===== config.mk =====
export PLATFORM = sky130hd
export DESIGN_NAME = skinny_masked_round_ctrl
export DESIGN_NICKNAME = d
export VERILOG_FILES = /design/src/rtl/skinny_ctrl_pkg.sv /design/src/rtl/skinny_stage_round_cnt.sv /design/src/rtl/skinny_masked_round_ctrl.sv
export SDC_FILE = /design/constraint.sdc
export NUM_CORES = 1
export LEC_CHECK = 0
export BUFFER_PORTS_ARGS = -buffer_cell sky130_fd_sc_hd__buf_2
export CORE_MARGIN = 2
export CORE_UTILIZATION = 46
export DETAILED_ROUTE_END_ITERATION = 8
export HOLD_SLACK_MARGIN = 0.1
export PLACE_DENSITY = 0.73
export SLEW_MARGIN = 20
export SYNTH_ARGS = -nofsm -noshare
export SYNTH_HDL_FRONTEND = slang
export SYNTH_HIERARCHICAL = 1
export SYNTH_SLANG_ARGS = --single-unit

===== constraint.sdc =====
create_clock -name i_clk -period 1.55 [get_ports i_clk]
set_input_delay 0.31 -clock i_clk [delete_from_list [all_inputs] [get_ports i_clk]]
set_output_delay 0.31 -clock i_clk [all_outputs]
set_load 0.03 [all_outputs]

===== src/rtl/skinny_ctrl_pkg.sv =====
// Shared types and widths for the masked SKINNY round controller.
package skinny_ctrl_pkg;

  localparam int STAGE_W = 2;
  localparam int ROUND_W = 6;
  // Width of one refresh word, matching the coordinate-function r bus.
  localparam int RAND_W  = 72;

  typedef enum logic [1:0] {
    IDLE = 2'd0,
    LOAD = 2'd1,
    RUN  = 2'd2,
    DONE = 2'd3
  } ctrl_state_e;

endpackage


===== src/rtl/skinny_stage_round_cnt.sv =====
// Stage/round counter pair for the masked SKINNY sequencer.
module skinny_stage_round_cnt
  import skinny_ctrl_pkg::*;
#(
  parameter int NUM_ROUNDS = 32,
  parameter int NUM_STAGES = 4
) (
  input  logic               i_clk,
  input  logic               i_rst,
  input  logic               i_adv,
  input  logic               i_clr,
  output logic [STAGE_W-1:0] o_stage,
  output logic [ROUND_W-1:0] o_round,
  output logic               o_wrap,
  output logic               o_last
);

  logic [STAGE_W-1:0] r_stage;
  logic [ROUND_W-1:0] r_round;

  assign o_stage = r_stage;
  assign o_round = r_round;
  assign o_wrap  = (r_stage == STAGE_W'(NUM_STAGES - 1));
  assign o_last  = (r_round == ROUND_W'(NUM_ROUNDS - 1));

  // The final advance wraps the stage but leaves round parked on the last index.
  always_ff @(posedge i_clk or posedge i_rst) begin
    if (i_rst) begin
      r_stage <= '0;
      r_round <= '0;
    end else if (i_clr) begin
      r_stage <= '0;
      r_round <= '0;
    end else if (i_adv) begin
      if (o_wrap) begin
        r_stage <= '0;
        if (!o_last) r_round <= r_round + ROUND_W'(1);
      end else begin
        r_stage <= r_stage + STAGE_W'(1);
      end
    end
  end

endmodule


===== src/rtl/skinny_masked_round_ctrl.sv =====
// Round/stage sequencer for the 4-stage second-order masked SKINNY datapath.
// Optional abort input enabled by defining SKINNY_CTRL_ABORT_EN.
module skinny_masked_round_ctrl
  import skinny_ctrl_pkg::*;
#(
  parameter int NUM_ROUNDS = 32,
  parameter int NUM_STAGES = 4
) (
  input  logic               i_clk,
  input  logic               i_rst,
  input  logic               i_start,
`ifdef SKINNY_CTRL_ABORT_EN
  input  logic               i_abort,
`endif
  input  logic               i_rand_valid,
  output logic               o_rand_ack,
  output logic               o_sel_load,
  output logic               o_en_state,
  output logic               o_en_key,
  output logic [STAGE_W-1:0] o_stage,
  output logic [ROUND_W-1:0] o_round,
  output logic               o_last_round,
  output logic               o_busy,
  output logic               o_done
);

  ctrl_state_e r_state;
  logic        r_sel_load;
  logic        r_busy;
  logic        r_done;
  logic        w_abort;
  logic        w_adv;
  logic        w_clr;
  logic        w_wrap;
  logic        w_last;

`ifdef SKINNY_CTRL_ABORT_EN
  assign w_abort = i_abort & ((r_state == LOAD) | (r_state == RUN));
`else
  assign w_abort = 1'b0;
`endif

  // One PRNG word is consumed per stage advance, never while stalled or aborting.
  assign w_adv = (r_state == RUN) & i_rand_valid & ~w_abort;
  assign w_clr = (r_state == LOAD) | (r_state == DONE) | w_abort;

  assign o_rand_ack   = w_adv;
  assign o_en_state   = ((r_state == LOAD) & ~w_abort) | w_adv;
  assign o_en_key     = w_adv & w_wrap;
  assign o_last_round = w_last;
  assign o_sel_load   = r_sel_load;
  assign o_busy       = r_busy;
  assign o_done       = r_done;

  skinny_stage_round_cnt #(
    .NUM_ROUNDS (NUM_ROUNDS),
    .NUM_STAGES (NUM_STAGES)
  ) u_cnt (
    .i_clk   (i_clk),
    .i_rst   (i_rst),
    .i_adv   (w_adv),
    .i_clr   (w_clr),
    .o_stage (o_stage),
    .o_round (o_round),
    .o_wrap  (w_wrap),
    .o_last  (w_last)
  );

  always_ff @(posedge i_clk or posedge i_rst) begin
    if (i_rst) begin
      r_state    <= IDLE;
      r_sel_load <= 1'b0;
      r_busy     <= 1'b0;
      r_done     <= 1'b0;
    end else begin
      r_done <= 1'b0;
      case (r_state)
        IDLE: begin
          if (i_start) begin
            r_state    <= LOAD;
            r_sel_load <= 1'b1;
            r_busy     <= 1'b1;
          end
        end
        LOAD: begin
          r_sel_load <= 1'b0;
          if (w_abort) begin
            r_state <= IDLE;
            r_busy  <= 1'b0;
          end else begin
            r_state <= RUN;
          end
        end
        RUN: begin
          if (w_abort) begin
            r_state <= IDLE;
            r_busy  <= 1'b0;
          end else if (w_adv & w_wrap & w_last) begin
            r_state <= DONE;
            r_busy  <= 1'b0;
            r_done  <= 1'b1;
          end
        end
        DONE: begin
          r_state <= IDLE;
        end
        default: begin
          r_state    <= IDLE;
          r_sel_load <= 1'b0;
          r_busy     <= 1'b0;
        end
      endcase
    end
  end

endmodule

# Word-level counts from Yosys, hierarchy flattened
# Cells that the tools add are included.
[word_totals]
reg_bits = 13
input_bits = 4
output_inout_bits = 15
elab_cells = 46
[classes]
addsub = 2
eq_ne = 8
muxes = 16
bitwise_logic = 5
n_reduce_logical = 9
[op_table]
columns = ["op", "n"]
rows = [
  ["6-bit 2-to-1 mux", 4],
  ["2-bit 2-to-1 mux", 5],
  ["2-bit case mux with 4 select lines", 1],
  ["2-bit nonzero test", 4],
  ["6-bit by 1-bit adder with 6-bit output (second input constant)", 1],
  ["2-bit equality test (second input constant)", 3],
  ["6-bit by 5-bit equality test with 1-bit output (second input constant)", 1],
  ["3-bit AND reduction", 2],
  ["1-bit 2-to-1 mux", 4],
  ["2-bit by 1-bit inequality test with 1-bit output (second input constant)", 2],
  ["1-bit case mux with 2 select lines", 2],
  ["2-bit AND reduction", 2],
  ["1-bit bitwise AND", 3],
  ["2-bit by 1-bit adder with 2-bit output (second input constant)", 1],
  ["2-bit by 1-bit equality test with 1-bit output (second input constant)", 1],
  ["2-bit logical NOT", 1],
  ["2-bit inequality test (second input constant)", 1],
  ["1-bit bitwise OR", 2],
]

# Logic depth before layout (Yosys ltp)
[logic_depth]
depth_word = 6
mapped_depth = 7
ltp_nobuf = 6

# By module
# The synthesis kept the hierarchy.
[by_module_without_submodules]
columns = ["module", "instances", "cells_per_inst", "area_each_um2", "seq_area_each_um2"]
rows = [
  ["skinny_stage_round_cnt", 1, 47, 470.5, 200.2],
  ["skinny_masked_round_ctrl", 1, 29, 306.5, 125.1],
]

# Least setup slack after synthesis
# No wires, ideal clock.
[synth_path]
kind = "flip-flop to flip-flop"
start = "reg r_state[0]"
end = "reg u_cnt.r_round[3], in the netlist u_cnt/o_round[3]"
setup_time_ns = 0.125
t_arrival_ns = 1.872
required_time_ns = 1.425
setup_slack_ns = -0.447
path_stages_with_launch = 8
n_path_buf = 1
period_less_slack_ns = 1.997
cell_sequence = "dfrtp_1 > inv_1 > ha_1 > and2_1 > buf_2 > nand2_4 > a211oi_2 > mux2_2"
[synth_via]
elab_chain_len = 4
word_cells_on_any_way = 10
cone_classes = "eq/ne: 4; mux: 1; bitwise: 2; reduce/logical: 3"
[synth_rtl]
columns = ["item", "line", "text"]
rows = [
  ["from (decl)", "skinny_masked_round_ctrl.sv:27", "ctrl_state_e r_state;"],
  ["from (signal assigned)", "skinny_masked_round_ctrl.sv:71", "r_state <= IDLE;"],
  ["from (signal assigned)", "skinny_masked_round_ctrl.sv:80", "r_state <= LOAD;"],
  ["from (signal assigned)", "skinny_masked_round_ctrl.sv:88", "r_state <= IDLE;"],
  ["2-bit equality test", "skinny_masked_round_ctrl.sv:44", "assign w_adv = (r_state == RUN) & i_rand_valid & ~w_abort;"],
  ["1-bit bitwise AND", "skinny_masked_round_ctrl.sv:44", ""],
  ["net o_rand_ack", "skinny_masked_round_ctrl.sv:16", "output logic o_rand_ack,"],
  ["2-bit nonzero test (no source line)", "--", ""],
  ["3-bit AND reduction (no source line)", "--", ""],
  ["to (signal assigned)", "skinny_stage_round_cnt.sv:37", "if (!o_last) r_round <= r_round + ROUND_W'(1);"],
  ["to (decl)", "skinny_stage_round_cnt.sv:19", "logic [ROUND_W-1:0] r_round;"],
]
# The timed path passes the listed nets, and every way through them passes these cells.
# A chain may end at the register's enable or synchronous reset.

# Worst setup path after layout
[layout_path]
start = "reg r_state[1]"
end = "out o_en_state"
[layout_via]
elab_chain_len = 3
word_cells_on_any_way = 4
cone_classes = "eq/ne: 2; bitwise: 2"
[layout_rtl]
columns = ["item", "line", "text"]
rows = [
  ["2-bit equality test", "skinny_masked_round_ctrl.sv:44", ""],
  ["1-bit bitwise AND", "skinny_masked_round_ctrl.sv:44", ""],
  ["1-bit bitwise OR (*)", "skinny_masked_round_ctrl.sv:48", "assign o_en_state = ((r_state == LOAD) & ~w_abort) | w_adv;"],
  ["to (decl)", "skinny_masked_round_ctrl.sv:18", "output logic o_en_state,"],
]
# Mark *: on every way between the ends. The rest lies on a longest branch, timed or not.

==> summary.txt <==
===============================================================================================
Status ........................................................................... complete, but fails checks
Failing checks ................................................................... setup timing
DIE AREA ......................................................................... 0.002034 mm2
Post-synth top flop .............................................................. sky130_fd_sc_hd__dfrtp_1
Achievable clock frequency .......................................................    582.9 MHz
CP bufs+invs .....................................................................            1
Max cap viols ....................................................................            0
Most common cell after layout, fill and taps aside ............................... sky130_fd_sc_hd__buf_4
Share of synthesized area occupied by flip-flops and latches .....................       41.87%
Delay of the slowest cell on the worst path ......................................       450 ps
Placed Instance Area .............................................................    988.4 um2
Number of buffers on the longest clock path ......................................            2
Wire length per cell .............................................................     15.14 um
RSZ-0062 raised after global routing .............................................          yes
Area share of the largest cell type after synthesis ..............................       41.87%
Number of library cell types mapped by synthesis .................................           33
GRT Resource Usage Total .........................................................       22.37%
Proportion of synthesized flip-flops having asynchronous set or reset ............       100.0%
Final worst-path cycle share .....................................................       110.7%
Iter 0 DRT Violations ............................................................           15
Startpoint type of the worst setup path ..........................................     register
TritonCTS buffer count ...........................................................            3
CORE AREA ........................................................................ 0.001541 mm2
Power density over the cells .....................................................  1476 mW/mm2
Least-Margin Pin Slew ............................................................     326.9 ps
ANT nets after route .............................................................            0
Crit path time final .............................................................      1716 ps
Clock tree from TritonCTS ........................................................          yes
Leak .............................................................................    0.5947 nW
Share of post-route cells with drive strength above 1 ............................       62.39%
Cell Chain, Critical Path ........................................................ ha_4 > and2_4 > or2_4 > buf_6
Reg-to-Reg Start .................................................................   r_state[0]
Sequential share of power ........................................................        27.0%
Post-synthesis instance total ....................................................           76
Net switching power figure .......................................................  0.0007239 W
Synthesized net count ............................................................           86
Worst skew pair latency ..........................................................       280 ps
GRT Residual Overflow ............................................................            0
Comb power frac ..................................................................        60.8%
Switching fraction of total power ................................................       40.97%
Final Power ......................................................................   0.001767 W
Max rail drop VDD ................................................................     1.066 mV
Global-route wire length before repair ...........................................     3.256 mm
Depth of the CTS H-tree ..........................................................            1
Worst hold path type ............................................................. input pin to register
Max transition margin ............................................................       78.18%
Via Count ........................................................................          740
Highest-count cells in the layout ignoring fill and taps ......................... 20 x sky130_fd_sc_hd__buf_4, 14 x sky130_fd_sc_hd__buf_2, 8 x sky130_fd_sc_hd__dfrtp_1, 8 x sky130_fd_sc_hd__nor2_1, 6 x sky130_fd_sc_hd__inv_1
Io pins ..........................................................................           19
Final setup fails ................................................................            5
Worst-case hold path end point ...................................................   o_sel_load
Cell types with the largest area share after synthesis ........................... sky130_fd_sc_hd__dfrtp_1 42%, sky130_fd_sc_hd__ha_1 9.7%, sky130_fd_sc_hd__nor2_1 3.9%
Worst hold slack across all endpoints ............................................     332.6 ps
Length of the first detailed-routing pass in iterations ..........................            4
DRC viols ........................................................................            0
Count of state elements after synthesis ..........................................           13
Chip Width .......................................................................     45.10 um
Half-perimeter wire length after detailed placement ..............................     1.287 mm
Final count of pins violating max slew ...........................................            0
Post-Route Utilization ...........................................................       77.68%
Crit path required time ..........................................................      1240 ps
Worst hold start .................................................................      i_start
Initial core utilization .........................................................       50.41%
Setup Crit Path Kind ............................................................. register to output pin
Kind of end point of the critical path ...........................................   output pin
Cell area after synthesis ........................................................    777.0 um2
Via count of the first global-routing pass .......................................          774
Worst R2R Path Depth .............................................................            7
Die height .......................................................................     45.10 um
Yosys warnings ...................................................................            6
# rows ...........................................................................           14
WHS Path Cells ...................................................................            3
Destination of the worst register-to-register timing path ........................ u_cnt/o_round[3]
Layout Area Growth over Synthesis ................................................       54.11%
P_int ............................................................................   0.001043 W
Worst path setup slack after routing .............................................    -165.5 ps
Count of final hold-check violations .............................................            0
Routability Congestion ...........................................................       0.7873
Arrival @ worst endpoint .........................................................      1410 ps
Area of all placed cells without fillers ......................................... 0.001197 mm2
Clock network fraction of total power ............................................        12.2%
Setup clock skew after layout ....................................................     6.403 ps
Detailed-route wire length .......................................................     2.014 mm
DR vias/cell .....................................................................        5.564
Clock input transition at the sequential cells of the worst setup and hold paths .        90 ps
Post-Synthesis Mean Instance Area ................................................    10.22 um2
Cell family with the largest share of critical-path delay ........................   flip-flops
Yosys top cell by area ........................................................... sky130_fd_sc_hd__dfrtp_1
Worst path slowest cell .......................................................... sky130_fd_sc_hd__dfrtp_2
Initial antenna violation count ..................................................            0
NumNets Final ....................................................................          128
Total clock sinks ................................................................           13
Clk Tree Root Cell ............................................................... sky130_fd_sc_hd__clkbuf_4
Reg-to-reg setup timing slack ....................................................       -50 ps
Max Fanout on Critical Path ......................................................            3
Count of flip-flops with a built-in enable after synthesis .......................            0
Pin count of the biggest net entering global routing .............................           13
Number of buffers added on ports .................................................           18
Antenna diode count ..............................................................            0
===============================================================================================
## cell usage after synthesis (2+ instances only)
cell type and number:
sky130_fd_sc_hd__o21ai_0 2, sky130_fd_sc_hd__ha_1 6, sky130_fd_sc_hd__nor3_1 2, sky130_fd_sc_hd__dfrtp_1 13
sky130_fd_sc_hd__mux2i_1 2, sky130_fd_sc_hd__mux2_2 2, sky130_fd_sc_hd__and2_1 3, sky130_fd_sc_hd__nor2b_1 2
sky130_fd_sc_hd__inv_1 7, sky130_fd_sc_hd__nand2b_1 2, sky130_fd_sc_hd__a21oi_2 2, sky130_fd_sc_hd__nand3_1 3
sky130_fd_sc_hd__or2_2 2, sky130_fd_sc_hd__nand2_1 2, sky130_fd_sc_hd__nor2_1 8
## per-layer routing
layer / track usage (%) / part of all wire (%) / vias up
li1: - / - / 346
met1: 27.48 / 45 / 370
met2: 37.43 / 50 / 22
met3: 3.600 / 4.7 / 2
met4: 11.76 / 0.45 / 0
met5: 0 / 0 / -
## stage by stage
step | setup slack (ps) | setup TNS, ps | instances
2_1_floorplan | -157.6 | -553.2 | 76
5_1_grt | -200.2 | -762.3 | 133
3_3_place_gp | 31.32 | 0 | 118
3_5_place_dp | 12.67 | 0 | 118
6_report | -165.5 | -431.0 | 133
4_1_cts | -154.0 | -449.3 | 130
## power by group through the flow
stage | Clock (W) | Sequential [W] | Combinational [W]
2_1_floorplan | 0 | 0.000558 | 0.000519
3_3_place_gp | 0 | 0.000475 | 0.000780
3_5_place_dp | 0 | 0.000476 | 0.000811
4_1_cts | 0.000226 | 0.000475 | 0.000948
5_1_grt | 0.000231 | 0.000487 | 0.00116
6_report | 0.000216 | 0.000476 | 0.00107
## worst max path at each step
stage                     slack [ps]        from                to  cells after the start
after detailed placement          10  r_state[0]        o_en_state                      5
after global routing            -200  r_state[0]        o_en_state                      5
final                           -170  r_state[1]        o_en_state                      4
after floorplan                 -160  r_state[0]  u_cnt/o_round[0]                      7
after CTS                       -150  r_state[1]        o_en_state                      4
after global placement            30  r_state[0]        o_en_state                      5
## final cells by class
class	count	area (um2)
Inverter	7	26.28
Fill cell	105	344.1
Sequential cell	13	331.6
Clock buffer	4	26.28
Timing Repair Buffer	39	275.3
Tap cell	16	20.02
Multi-Input combinational cell	54	518.0
## worst min-delay path, cell delays in order
cell and delay, ps:
sky130_fd_sc_hd__buf_2 120, sky130_fd_sc_hd__nand2_1 70, sky130_fd_sc_hd__o21ai_0 70
## state kept, by name (all words and copies together), names as in the netlist
name / flops
u_cnt/o_round: 6
o_sel_load: 1
o_busy: 1
r_state: 2
o_done: 1
u_cnt/o_stage: 2
## repair_timing
| action | 4_1_cts | 5_1_grt |
|---|---|---|
| cloned | 0 | 0 |
| endpoints found under the setup margin | 4 | 13 |
| gates resized for setup | 13 | 11 |
| endpoints found under the hold margin | 13 | 0 |
| hold buffers | 1 | 0 |
| buffers inserted | 7 | 3 |
| pin swaps | 3 | 2 |
## kinds of logic after synthesis
logic type                 count (synthesis)  share of synthesized area [%]
and+or+nand+nor                           31                          23.51
DFF                                       13                          41.87
AOI/OAI and AO/OA                         11                          11.92
buffers and inverters                      9                          4.508
adders and majority gates                  6                          9.662
muxes                                      5                          7.407
xor gates and xnor gates                   1                          1.127
(Power assumes the default switching activity.)
